$ cat src/rtl/led_bank_sequencer.sv
// Autonomous instruction master for an eight-LED bank: emits one pattern
// instruction every PERIOD clocks while running, plus clear instructions.
//
// Handshake: inst_en is a single-cycle valid strobe with no ready; the LED bank
// must accept inst in the cycle inst_en=1. inst is 12'h000 whenever inst_en=0.
module led_bank_sequencer #(
    parameter int unsigned PERIOD = 1000
) (
    input  logic        clock,
    input  logic        reset,
    input  logic        start,
    input  logic        stop,
    input  logic [1:0]  mode,
    output logic [11:0] inst,
    output logic        inst_en,
    output logic        busy,
    output logic [2:0]  debug_state
);

    typedef enum logic [2:0] {
        ST_RESET = 3'd0,
        ST_CLEAR = 3'd1,
        ST_IDLE  = 3'd2,
        ST_RUN   = 3'd3,
        ST_ERROR = 3'd4
    } state_t;

    localparam logic [31:0] TICK_AT   = PERIOD - 1;
    localparam logic [11:0] CLEAR_INST = 12'h100;

    state_t      state, state_d;
    logic [31:0] presc, presc_d;
    logic [3:0]  step, step_d;
    logic [7:0]  val, val_d;
    logic [1:0]  mode_q, mode_d;
    logic [11:0] inst_d;
    logic        inst_en_d;
    logic        busy_d;

    function automatic logic [11:0] pattern_inst(input logic [1:0] m,
                                                 input logic [3:0] s,
                                                 input logic [7:0] v);
        case (m)
            2'd0:    pattern_inst = {4'h1, 8'h01 << s[2:0]};
            2'd1:    pattern_inst = {4'h1, v};
            2'd2:    pattern_inst = {4'h2 + {1'b0, s[2:0]}, {7'd0, ~s[3]}};
            default: pattern_inst = {4'h1, s[0] ? 8'h00 : 8'hFF};
        endcase
    endfunction

    function automatic logic [3:0] next_step(input logic [1:0] m, input logic [3:0] s);
        case (m)
            2'd0:    next_step = {1'b0, s[2:0] + 3'd1};
            2'd1:    next_step = s;
            2'd2:    next_step = s + 4'd1;
            default: next_step = {3'd0, ~s[0]};
        endcase
    endfunction

    always_ff @(posedge clock) begin
        if (reset) begin
            state   <= ST_RESET;
            presc   <= '0;
            step    <= '0;
            val     <= '0;
            mode_q  <= '0;
            inst    <= '0;
            inst_en <= 1'b0;
            busy    <= 1'b0;
        end else begin
            state   <= state_d;
            presc   <= presc_d;
            step    <= step_d;
            val     <= val_d;
            mode_q  <= mode_d;
            inst    <= inst_d;
            inst_en <= inst_en_d;
            busy    <= busy_d;
        end
    end

    always_comb begin
        state_d   = state;
        presc_d   = presc;
        step_d    = step;
        val_d     = val;
        mode_d    = mode_q;
        inst_d    = '0;
        inst_en_d = 1'b0;
        busy_d    = 1'b0;
        case (state)
            ST_RESET: state_d = ST_CLEAR;
            ST_CLEAR: begin
                inst_d    = CLEAR_INST;
                inst_en_d = 1'b1;
                state_d   = ST_IDLE;
            end
            ST_IDLE: begin
                // stop has priority over start when both are high
                if (start && !stop) begin
                    mode_d    = mode;
                    presc_d   = '0;
                    inst_d    = pattern_inst(mode, 4'd0, 8'd0);
                    inst_en_d = 1'b1;
                    step_d    = next_step(mode, 4'd0);
                    val_d     = (mode == 2'd1) ? 8'd1 : 8'd0;
                    busy_d    = 1'b1;
                    state_d   = ST_RUN;
                end
            end
            ST_RUN: begin
                busy_d = 1'b1;
                if (stop) begin
                    inst_d    = CLEAR_INST;
                    inst_en_d = 1'b1;
                    busy_d    = 1'b0;
                    state_d   = ST_IDLE;
                end else if (presc == TICK_AT) begin
                    inst_d    = pattern_inst(mode_q, step, val);
                    inst_en_d = 1'b1;
                    step_d    = next_step(mode_q, step);
                    val_d     = (mode_q == 2'd1) ? val + 8'd1 : val;
                    presc_d   = '0;
                end else begin
                    presc_d = presc + 32'd1;
                end
            end
            ST_ERROR: state_d = ST_ERROR;
            default:  state_d = ST_ERROR;
        endcase
    end

    assign debug_state = state;

endmodule
$ cat config.mk
export PLATFORM = sky130hd
export DESIGN_NAME = led_bank_sequencer
export DESIGN_NICKNAME = d
export VERILOG_FILES = /design/src/rtl/led_bank_sequencer.sv
export SDC_FILE = /design/constraint.sdc
export NUM_CORES = 1
export LEC_CHECK = 0
export ABC_AREA = 1
export CAP_MARGIN = 20
export CORE_MARGIN = 5
export CORE_UTILIZATION = 59
export CTS_CLUSTER_SIZE = 12
export DETAILED_ROUTE_END_ITERATION = 8
export HOLD_SLACK_MARGIN = 0.1
export PLACE_DENSITY = 0.84
export SLEW_MARGIN = 40
export SYNTH_ARGS = -nofsm -noshare
export SYNTH_HDL_FRONTEND = slang
export SYNTH_SLANG_ARGS = --single-unit
export TNS_END_PERCENT = 30
$ cat constraint.sdc
create_clock -name clock -period 2.1 [get_ports clock]
set_input_delay 0.525 -clock clock [delete_from_list [all_inputs] [get_ports clock]]
set_output_delay 0.525 -clock clock [all_outputs]
set_load 0.03 [all_outputs]
[After elaboration in Yosys (flattened, before gate mapping)]
Cells that the tools add are included.
Cells by class
  $add $sub $neg: 5
  multiply operators: 0
  divide/modulo/power cells: 0
  $lt $le $gt $ge: 0
  equal/unequal tests: 14
  shift-type cells: 1
  muxes and demuxes: 32
  bitwise logic cells: 2
  reduce and logical (&&, ||, !) cells: 11
Operators by type and width (number)
  $mux 32: 3
  $pmux 12 s3: 2
  $pmux 32 s2: 1
  $mux 8: 5
  $add 32x1->32 const B: 1
  $eq 32x10->1 const B: 1
  $pmux 10 s3: 1
  $mux 12: 2
  $pmux 8 s2: 1
  $mux 4: 3
  $ne 2x2->1 const B: 6
  $pmux 3 s4: 1
  $pmux 4 s3: 1
  $mux 10: 1
  $reduce_and 5->1: 2
  $add 8x1->8 const B: 1
  $pmux 4 s2: 1
  $shl 1x3->8 const A: 1
  $eq 3x2->1 const B: 2
  $mux 1: 6
  $mux 3: 2
  $add 2x3->4 const A: 1
  $add 4x1->4 const B: 1
  $eq 2x1->1 const B: 2
  13 further kinds: 17
Storage, ports and cells
  register bits: 63
  latch bits: 0
  RAM bits: 0
  ROM bits: 0
  bits of input ports: 6
  output and inout port bits: 17
  word-level logic and storage cells: 73
  memories: 0

[Logic depth before layout (Yosys ltp)]
  depth after elaboration: 5
  depth in mapped cells: 12
  depth with buffers taken out: 11

[Worst setup path after synthesis]
Ideal clock, no wire load.
  path kind: register to register
  start point: register state[1], in the netlist debug_state[1]
  end point: register presc[5]
  library setup time: 0.121 ns
  arrival time: 1.535 ns
  data required time: 1.979 ns
  path slack: 0.443 ns
  cell stages (with the launch flop): 10
  buffers on the path: 2
  clock period less this slack: 1.657 ns
  cell sequence: dfxtp_1 nand3_1 nor2_1 nor2_2 inv_2 buf_6 buf_6 nand2_1 nor3_1 nor3_1
On the way
  cells in the longest elaborated chain, start to end: 3
  elaborated cells on any way between the ends: 7
  classes of those cells: eq/ne (4); mux (1); reduce/logical (2)
RTL lines
  start: declaration: line 31  | state_t state, state_d;
  start signal: assignment: line 71  | state <= state_d;
  $eq 3x2->1: line 91  | case (state)
  $ne 2x2->1 (no line) or $reduce_bool 2->1 (tied branches)
  $reduce_and 3->1 (no line)
  end signal: assignment: line 72  | presc <= presc_d;
  end: declaration: line 32  | logic [31:0] presc, presc_d;
Several ways; a longest one is shown, not always the timed one.
A chain may end at the register's enable or synchronous reset.

[Worst setup path after layout]
  start point: register state[1], in the netlist debug_state[1]
  end point: output debug_state[1]
RTL lines
  end: declaration: line 17  | output logic [2:0] debug_state
No word-level cell between the ends.

==> impl_results.md <==
* Reg2reg start: presc[1]
* Pins Over Slew Limit at 0
* Initial Util at 60.4%
* Crit-path max FO at 5
* XOR/XNOR share of the synthesized area at 2.94%
* FP Rows at 28
* Synth top area share at 35.3%
* Iter 0 DRT Violations at 348
* Tcrit/Tclk final at 95.4%
* Cells after Synth at 541
* Most frequent cells in the layout: nand2_1, nor2_1, inv_1
* Die width at 87.9 um
* Clock sinks at 63
* Fin worst setup slack at 0.0972 ns
* Register area at 1260 um^2
* Worst Hold Endpoint: val[7]
* Post-route minimum period at 2.00 ns
* CTS tree: yes
* Cells after DPL at 641
* Number of CTS-inserted buffers at 9
* # DRC at 0
* Total power at 2.71 mW
* Final Setup Violations at 0
* WP buf/inv at 1
* Seq/Total Area, Yosys at 35.3%
* Lkg Pwr at 1.64 nW
* Avg Cell Area, Syn at 6.61 um^2
* Worst Tran Pin Value at 0.465 ns
* Detailed Route WL at 8770 um
* Place WS at -0.0142 ns
* Setup CP Type: reg2out
* Max clock buf depth at 2
* Nets@finish at 592
* Hold_ws at 0.485 ns
* CTS clk-pin slew, worst paths at 0.07 ns
* Die area at 7720 um^2
* Core Footprint at 5920 um^2
* Filler cells at 460
* Max Clock Freq at 499 MHz
* Post-Synthesis Net Count at 556
* Slowest stage delay, CP at 0.71 ns
* Slew HR at 68.7%
* Synth top area cells: dfxtp_1, nand2_1, nor2_1
* Status: finished clean
* RSZ-0062 raised after global routing: false
* RePlAce Congestion at 0.904
* Critical path cell sequence: clkdlybuf4s50_1
* Mapped cell area at 3580 um^2
* Critical path's top delay family: buffers and inverters
* CP Data Arrival Time at 1.48 ns
* HP Start: val[7]
* PortBufs at 22
* Worst-Skew Late Latency at 0.34 ns
* Post-layout util at 71.0%
* DR vias/cell at 5.47
* First-pass GRT wire length at 15200 um
* Worst Hold Path Cells at 2
* Detailed Place HPWL at 6360 um
* Max VDD drop at 0.000558 V
* Pwr dens at 645 nW/um^2
* Synth warn at 0
* Simple-Gate Fraction of Synth Area at 41.5%
* R2R Setup Slk at 0.22 ns
* Largest area contributor in the netlist: dfxtp_1
* Endpoints failing hold at 0
* Vias in the first global route at 3331
* Compound-Gate Fraction of Synth Area at 7.31%
* Most common cell after layout, fill and taps aside: nand2_1
* Largest net degree at the start of global routing at 31
* Share of cells above drive strength 1 at 8.76%
* Mux contribution to synthesized area at 0%
* Final ANT Viol Nets at 0
* Htree depth at 3
* Drt wl/cell at 13.3 um
* Largest family of logic cells by synthesized area: simple AND/OR/NAND/NOR gates
* Slowest cell on the critical path: clkdlybuf4s50_1
* Total GRT Usage at 24.7%
* R2R Path End: presc[28]
* CP Depth at 1
* Multi-input logic area at 1970 um^2
* Library cells used by synthesis at 33
* Synthesis-to-layout area growth at 17.6%
* I/O pin cnt at 23
* Register bit total from synthesis at 63
* Worst setup SP type: flip-flop
* Setup crit end kind: output port
* Clock Skews at 0.00638 ns
* Post-Synth Adder-Cell Area at 3.15%
* Die height at 87.9 um
* Worst R2R Path Depth at 11
* Max_cap viols at 0
* Critical Path RT at 1.57 ns
* Initial antenna violation count at 0
* Finished Layout Cells at 657
* Vias at 3595
* DRT Pass-1 Iters at 4
* Hold crit path type: reg2reg
* Total gr overflow at 0
* Root Buffer: clkbuf_8
* N_diodes at 0
## power breakdown
| part | switching, mW | internal [mW] |
|---|---|---|
| clock network | 0.457 | 0.799 |
| logic | 0.144 | 0.0863 |
| registers | 0.0170 | 1.21 |
## layout make-up
type	instances	area share, %
Multi-Input combinational cell	395	46.9
Timing Repair Buffer	37	8.80
Sequential cell	63	30.0
Clock inverter	2	1.43
Tap cell	75	2.23
Inverter	71	6.34
Clock buffer	14	4.34
## repair_timing
item | CTS | global route
buffers inserted | 0 | 0
hold buffers | 0 | 0
endpoints found under the hold margin | 0 | 0
resized for setup | 0 | 2
setup endpoints to repair | 0 | 26
## through the flow
stage	setup TNS [ns]	instance area [um^2]
finish	0	4210
global route	0	4210
CTS	0	4200
detailed placement	-0.0170	3960
global placement	0	3960
floorplan	0	3580
## synth_stat cells
cell type	number
nand2_1	122
nor2_1	85
inv_1	66
dfxtp_1	63
nand3_1	46
a21oi_1	29
nand4_1	22
nor3_1	22
o21ai_0	10
ha_1	9
nor3b_1	9
xor2_1	8
nand2_2	6
buf_2	4
nor2_2	4
o211ai_1	4
xnor2_1	4
buf_4	3
buf_6	3
inv_2	3
nor2_4	3
a31oi_1	2
clkbuf_1	2
clkinv_1	2
nor4_1	2
nand3_2	1
nand3_4	1
nand3b_1	1
nor3b_2	1
o21a_1	1
o221ai_1	1
o31ai_1	1
or2_2	1
## cell families after synthesis
| family | after synthesis |
|---|---|
| AND/OR/NAND/NOR | 326 |
| XOR/XNOR | 12 |
| buffers and inverters | 83 |
| adder cells (fa/ha/maj) | 9 |
| flip-flops | 63 |
| AO/OA/AOI/OAI | 48 |
## routing by layer
metal  part of all wire [%]  routed length (um)  GRT usage, %
met3                    6.3                 555          6.02
met1                     46                4000          32.7
met4                    1.8                 157          8.09
met5                      0                   0             0
met2                     46                4050          39.7
## how the worst max path moves through the flow
stage | startpoint | end | slack, ns
finish | debug_state[1] | debug_state[1] | 0.1
detailed placement | stop | presc[4] | -0.01
global route | presc[1] | presc[28] | 0.03
global placement | stop | presc[4] | 0.02
CTS | debug_state[1] | debug_state[1] | 0.09
floorplan | debug_state[1] | presc[5] | 0.44
## flip-flops by register name, summed over array words and instances, names as in the netlist
signal,count
debug_state,3
presc,32
step,4
inst_en,1
busy,1
inst,12
val,8
mode_q,2
No activity file was read; power rests on OpenSTA's default activity.
